File: src/rtl/fp_mult_pkg.sv
// Shared constants and sideband types for the pipelined FP32 multiplier.
// Used by the front-end decode stage and the normalise/round back end.
package fp_mult_pkg;

    localparam int unsigned FP_MANT_W = 24;           // significand width incl. hidden bit
    localparam int unsigned FP_EXP_W  = 8;            // exponent field width
    localparam int unsigned BIAS      = 127;
    localparam int unsigned EXP_MAX   = 255;
    localparam logic [31:0] QNAN      = 32'h7FC0_0000;

    // Special-case sideband carried alongside the significand product
    typedef struct packed {
        logic sign;
        logic nan;
        logic inf;
        logic zero;
    } fp_side_t;

endpackage

File: src/rtl/fp_round_rne.sv
// Round-to-nearest-even on a normalised significand.
// Ports:
//   mant    in   MANT_W   normalised significand (hidden bit at MSB)
//   g       in   1        guard bit (first bit below mant LSB)
//   s       in   1        sticky bit (OR of all lower bits)
//   m2      out  MANT_W   rounded significand, renormalised to 1.0 on carry-out
//   carry   out  1        rounding carried out of the significand (exponent must +1)
//   inexact out  1        nonzero bits were discarded
module fp_round_rne #(
    parameter int unsigned MANT_W = 24
) (
    input  logic [MANT_W-1:0] mant,
    input  logic              g,
    input  logic              s,
    output logic [MANT_W-1:0] m2,
    output logic              carry,
    output logic              inexact
);

    logic            up;
    logic [MANT_W:0] sum;

    // Round up above half, or on an exact tie when the LSB is odd
    assign up      = g & (s | mant[0]);
    assign sum     = {1'b0, mant} + (MANT_W+1)'(up);
    assign carry   = sum[MANT_W];
    assign m2      = carry ? {1'b1, {(MANT_W-1){1'b0}}} : sum[MANT_W-1:0];
    assign inexact = g | s;

endmodule

File: src/rtl/fp32_mult_norm_round.sv
// Back-end of the pipelined FP32 multiplier: normalises the raw significand
// product (stage 1), rounds to nearest-even and packs binary32 (stage 2).
// The whole pipe advances together whenever the output register is free.
// Ports:
//   clk, rst                        clock, synchronous active-high reset
//   in_valid/in_ready               input handshake
//   in_prod                         unsigned significand product (upper bits zero)
//   in_exp                          signed exponent sum ea+eb-BIAS
//   in_sign/in_nan/in_inf/in_zero   sign and special-case sideband
//   out_valid/out_ready             output handshake
//   out_result                      packed binary32
//   out_ovf/out_unf/out_inexact     overflow, flush-to-zero underflow, inexact flags
module fp32_mult_norm_round
    import fp_mult_pkg::*;
#(
    parameter int unsigned PROD_W = 54,
    parameter int unsigned MANT_W = FP_MANT_W,
    parameter int unsigned EXP_W  = FP_EXP_W
) (
    input  logic                clk,
    input  logic                rst,
    input  logic                in_valid,
    output logic                in_ready,
    input  logic [PROD_W-1:0]   in_prod,
    input  logic [EXP_W+1:0]    in_exp,
    input  logic                in_sign,
    input  logic                in_nan,
    input  logic                in_inf,
    input  logic                in_zero,
    output logic                out_valid,
    input  logic                out_ready,
    output logic [31:0]         out_result,
    output logic                out_ovf,
    output logic                out_unf,
    output logic                out_inexact
);

    localparam int unsigned PW  = 2 * MANT_W;   // live product bits
    localparam int unsigned E_W = EXP_W + 4;    // headroom for two +1 increments

    logic en;

    // Stage-1 combinational normalise
    logic [PW-1:0]     p;
    logic              p_hi;
    logic [MANT_W-1:0] n_mant;
    logic              n_g;
    logic              n_s;
    logic [E_W-1:0]    exp_sx;
    logic [E_W-1:0]    n_e;
    fp_side_t          n_side;

    // Stage-1 registers
    logic              s1_valid;
    logic [MANT_W-1:0] s1_mant;
    logic              s1_g;
    logic              s1_s;
    logic [E_W-1:0]    s1_e;
    fp_side_t          s1_side;

    // Stage-2 combinational round/pack
    logic [MANT_W-1:0] rnd_m2;
    logic              rnd_carry;
    logic              rnd_inexact;
    logic [E_W-1:0]    e_fin;
    logic              e_ovf;
    logic              e_unf;
    logic [31:0]       nxt_result;
    logic              nxt_ovf;
    logic              nxt_unf;
    logic              nxt_inexact;

    // Pipe advances only when the output register is empty or being drained
    assign en       = ~out_valid | out_ready;
    assign in_ready = en;

    // Upper product bits are out of contract and dropped by the truncating cast
    assign p      = PW'(in_prod);
    assign p_hi   = p[PW-1];
    assign n_mant = p_hi ? p[PW-1 -: MANT_W] : p[PW-2 -: MANT_W];
    assign n_g    = p_hi ? p[PW-1-MANT_W] : p[PW-2-MANT_W];
    assign n_s    = p_hi ? |p[PW-2-MANT_W:0] : |p[PW-3-MANT_W:0];
    assign exp_sx = {{(E_W-EXP_W-2){in_exp[EXP_W+1]}}, in_exp};
    assign n_e    = exp_sx + {{(E_W-1){1'b0}}, p_hi};
    assign n_side = '{sign: in_sign, nan: in_nan, inf: in_inf, zero: in_zero};

    // Stage 1 register
    always_ff @(posedge clk) begin
        if (rst) begin
            s1_valid <= 1'b0;
            s1_mant  <= '0;
            s1_g     <= 1'b0;
            s1_s     <= 1'b0;
            s1_e     <= '0;
            s1_side  <= '0;
        end else if (en) begin
            s1_valid <= in_valid;
            s1_mant  <= n_mant;
            s1_g     <= n_g;
            s1_s     <= n_s;
            s1_e     <= n_e;
            s1_side  <= n_side;
        end
    end

    fp_round_rne #(.MANT_W(MANT_W)) u_round (
        .mant    (s1_mant),
        .g       (s1_g),
        .s       (s1_s),
        .m2      (rnd_m2),
        .carry   (rnd_carry),
        .inexact (rnd_inexact)
    );

    // Exponent after the rounding carry; the MSB is the two's-complement sign
    assign e_fin = s1_e + {{(E_W-1){1'b0}}, rnd_carry};
    assign e_ovf = ~e_fin[E_W-1] & (e_fin >= E_W'(EXP_MAX));
    assign e_unf = e_fin[E_W-1] | (e_fin == '0);

    // Stage-2 pack; specials take priority over arithmetic results
    always_comb begin
        nxt_result  = {s1_side.sign, EXP_W'(e_fin), (MANT_W-1)'(rnd_m2)};
        nxt_ovf     = 1'b0;
        nxt_unf     = 1'b0;
        nxt_inexact = rnd_inexact;
        if (s1_side.nan) begin
            nxt_result  = QNAN;
            nxt_inexact = 1'b0;
        end else if (s1_side.inf) begin
            nxt_result  = {s1_side.sign, {EXP_W{1'b1}}, {(MANT_W-1){1'b0}}};
            nxt_inexact = 1'b0;
        end else if (s1_side.zero) begin
            nxt_result  = {s1_side.sign, 31'b0};
            nxt_inexact = 1'b0;
        end else if (e_ovf) begin
            nxt_result  = {s1_side.sign, {EXP_W{1'b1}}, {(MANT_W-1){1'b0}}};
            nxt_ovf     = 1'b1;
            nxt_inexact = 1'b1;
        end else if (e_unf) begin
            nxt_result  = {s1_side.sign, 31'b0};
            nxt_unf     = 1'b1;
            nxt_inexact = 1'b1;
        end
    end

    // Stage 2 / output register
    always_ff @(posedge clk) begin
        if (rst) begin
            out_valid   <= 1'b0;
            out_result  <= '0;
            out_ovf     <= 1'b0;
            out_unf     <= 1'b0;
            out_inexact <= 1'b0;
        end else if (en) begin
            out_valid   <= s1_valid;
            out_result  <= nxt_result;
            out_ovf     <= nxt_ovf;
            out_unf     <= nxt_unf;
            out_inexact <= nxt_inexact;
        end
    end

endmodule

File: config.mk
export PLATFORM = sky130hd
export DESIGN_NAME = fp32_mult_norm_round
export DESIGN_NICKNAME = d
export VERILOG_FILES = /design/src/rtl/fp_mult_pkg.sv /design/src/rtl/fp_round_rne.sv /design/src/rtl/fp32_mult_norm_round.sv
export SDC_FILE = /design/constraint.sdc
export NUM_CORES = 1
export LEC_CHECK = 0
export BUFFER_PORTS_ARGS = -buffer_cell sky130_fd_sc_hd__buf_4
export CORE_UTILIZATION = 50
export CTS_BUF_LIST = sky130_fd_sc_hd__clkbuf_4
export DETAILED_ROUTE_END_ITERATION = 12
export PLACE_DENSITY_LB_ADDON = 0.25
export SYNTH_ARGS = -nofsm -noshare
export SYNTH_HDL_FRONTEND = slang
export SYNTH_HIERARCHICAL = 1
export SYNTH_SLANG_ARGS = --single-unit
File: constraint.sdc
create_clock -name clk -period 3 [get_ports clk]
set_input_delay 0 -clock clk [delete_from_list [all_inputs] [get_ports clk]]
set_output_delay 0 -clock clk [all_outputs]
set_load 0.02 [all_outputs]
==> results.cfg <==
[status]
status = complete, but fails checks
failed_checks = setup timing

[clock_network]
clock_sinks = 78
clkTransAtPathRegs_ns = 0.13
numCtsBuffers = 9
clock_path_buffers = 2
ctsHtreeMaxLevel = 3
insertion_delay_ns = 0.42
root_buffer = clkbuf_4
cts_tree = yes

[timing]
max_clock_freq_ghz = 0.3320
whs_ns = 0.05947
max_slew_margin_pct = 48.57
finalCritPeriodShare_pct = 100.4
worst_slew_pin_slew_ns = 0.7714
layout_setup_ws_ns = -0.01186
worst_clock_skew_ns = 0.01279
finalMaxSlewViolations = 0
final_hold_viol_count = 0
rsz0062_at_grt = true
fin_crit_ns = 3.012
finalSetupViolCount = 4
fin_setup_tns_ns = -0.01677

[yosys]
synth_area_um2 = 4227
avgSynthCellArea_um2 = 8.470
yosysWarnings = 6
synth_cells = 499
syn-num-nets = 577

[detailed_routing]
highest_layer = met4
avgRoutedWirePerCell_um = 15.54
routed-via-count = 4343
met1_length_mm = 5.090
routed_wirelength_mm = 11.98
first_pass_iters = 4
dr_wl_met2_mm = 5.980
drc_errors = 0
routed_via_density = 5.633
ant_nets = 0
drtIter0Drc = 212
wl_met3_um = 668

[placed_design]
gp_congestion = 0.8541
hpwl_mm = 7.405
place_inst = 689
port-buffer-count = 102

[power]
comb_power_share_pct = 24.3
totalPowerFinal_mw = 2.275
sequentialPowerShare_pct = 51.5
power_density_nw_per_um2 = 381.2
p_leak_nw = 2.500
clockPowerShare_pct = 24.2
peakVddDrop_mv = 0.1740
p_sw_share_pct = 30.87
p_int_mw = 1.573
power.net_switching_uw = 702.4

[floorplanning]
dieHeight_um = 93.94
start_util_pct = 51.44
core-area_um2 = 8217
dieArea_um2 = 8825
num_io_pins = 109
num_rows = 33
fp.dieW_um = 93.94

[worst_setup_path]
critPathMaxStageDelay_ns = 0.35
end_kind = flop
crit_arrival_ns = 3.36
crit_chain = o21a_1, ha_2, nand4_1, nand2b_4, nor4_4, ha_4, ha_4, and3_4, nand3_2, o21a_1, a211oi_4, buf_6, clkbuf_16, nand4_1, a21oi_1
startpoint_type = flop
worstSetupPathType = flop to flop
slowest_stage = dfxtp_2
path_max_fanout = 12
required_ns = 3.35

[final_layout]
finish.net_count = 739
area_growth_pct = 41.21
diodes = 0
instances_no_fill = 771
drive_gt1_share_pct = 27.93
nFillCells = 634

[grt]
antenna_found_initial = 0
track_usage_pct = 27.17
grt-ovfl-total = 0
grt_max_degree = 74
grt_pass1_wl_mm = 18.95
first_global_vias = 4085

[run]
cap_violations = 0

[worst_hold_path]
hold_path.class = input port to flop
[power by group through the flow]
stage / registers, mW / logic [mW] / clock network (mW)
after floorplan: 1.20 / 0.248 / 0
after global placement: 1.19 / 0.435 / 0
after detailed placement: 1.19 / 0.442 / 0
after CTS: 1.17 / 0.502 / 0.561
after global routing: 1.18 / 0.595 / 0.612
final: 1.17 / 0.553 / 0.551
[area by class of cell]
| type | count | area [µm²] | share of cell area [%] |
|---|---|---|---|
| Inverter | 1 | 6.256 | 0.1048 |
| Multi-Input combinational cell | 381 | 2514 | 42.12 |
| Timing Repair Buffer | 190 | 1638 | 27.44 |
| Tap cell | 105 | 131.4 | 2.201 |
| Sequential cell | 78 | 1565 | 26.23 |
| Clock inverter | 6 | 38.79 | 0.6499 |
| Clock buffer | 10 | 75.07 | 1.258 |
[worst paths after layout]
check / startpoint / endpoint / slack [ns] / cells after the start
setup reg to reg: s1_s / out_result[3] / -0.01 / 15
setup / recovery: s1_s / out_result[3] / -0.01 / 15
hold / removal: out_ready / s1_valid / 0.06 / 5
hold reg to reg: out_result[20] / out_result[20] / 0.46 / 2
[stage by stage]
stage	area (µm²)	util [%]	worst slack [ns]
6_report	5968	72.64	-0.01186
3_5_place_dp	5125	62.37	-0.004784
2_1_floorplan	4253	-	-0.007407
3_3_place_gp	5125	62.37	0.06906
4_1_cts	5779	70.34	0.03101
5_1_grt	5968	72.64	-0.2092
[worst max-delay path: cells and delay by family (launching register included)]
family          cells  cell delay, ns
buf+inv             2            0.34
flops               1            0.35
simple gates        6            0.88
compound gates      4            0.81
fa+ha+maj           3            0.55
[repair_timing]
action                                 4_1_cts  5_1_grt
pin swaps                                    1       16
setup buffers                                0       10
gates resized for setup                      0       18
endpoints found under the hold margin       42        0
setup endpoints to repair                   10       35
hold buffers                                54        0
gates cloned                                 0        2
[cell usage in the layout (no fill, tap or decap), drive strengths merged, types with 2 or more instances in the layout]
master	n
buf	134
dfxtp	78
nand2	58
dlygate4sd3	54
nor2	50
a21oi	44
a211oi	34
nand4	31
mux2i	25
nand3	19
xor2	18
xnor2	17
clkbuf	12
o21ai	12
and3	11
nor4	11
nor3	6
ha	6
nor2b	4
clkinv	4
and4	4
o221a	3
o21a	3
or3	3
nand2b	3
a311oi	2
nor4b	2
and2	2
nand3b	2
clkinvlp	2
a31oi	2
[sequential cells by signal, indices dropped and copies added (netlist names)]
name	cells
out_ovf	1
out_result	32
s1_mant	24
out_unf	1
s1_g	1
s1_s	1
out_inexact	1
s1_side	4
out_valid	1
s1_e	11
s1_valid	1
[metal layers]
metal	vias to the layer above	global-route usage [%]
li1	2134	-
met3	23	4.126
met4	0	9.872
met1	2029	34.45
met2	157	46.41
met5	-	0
(Power assumes the default switching activity.)
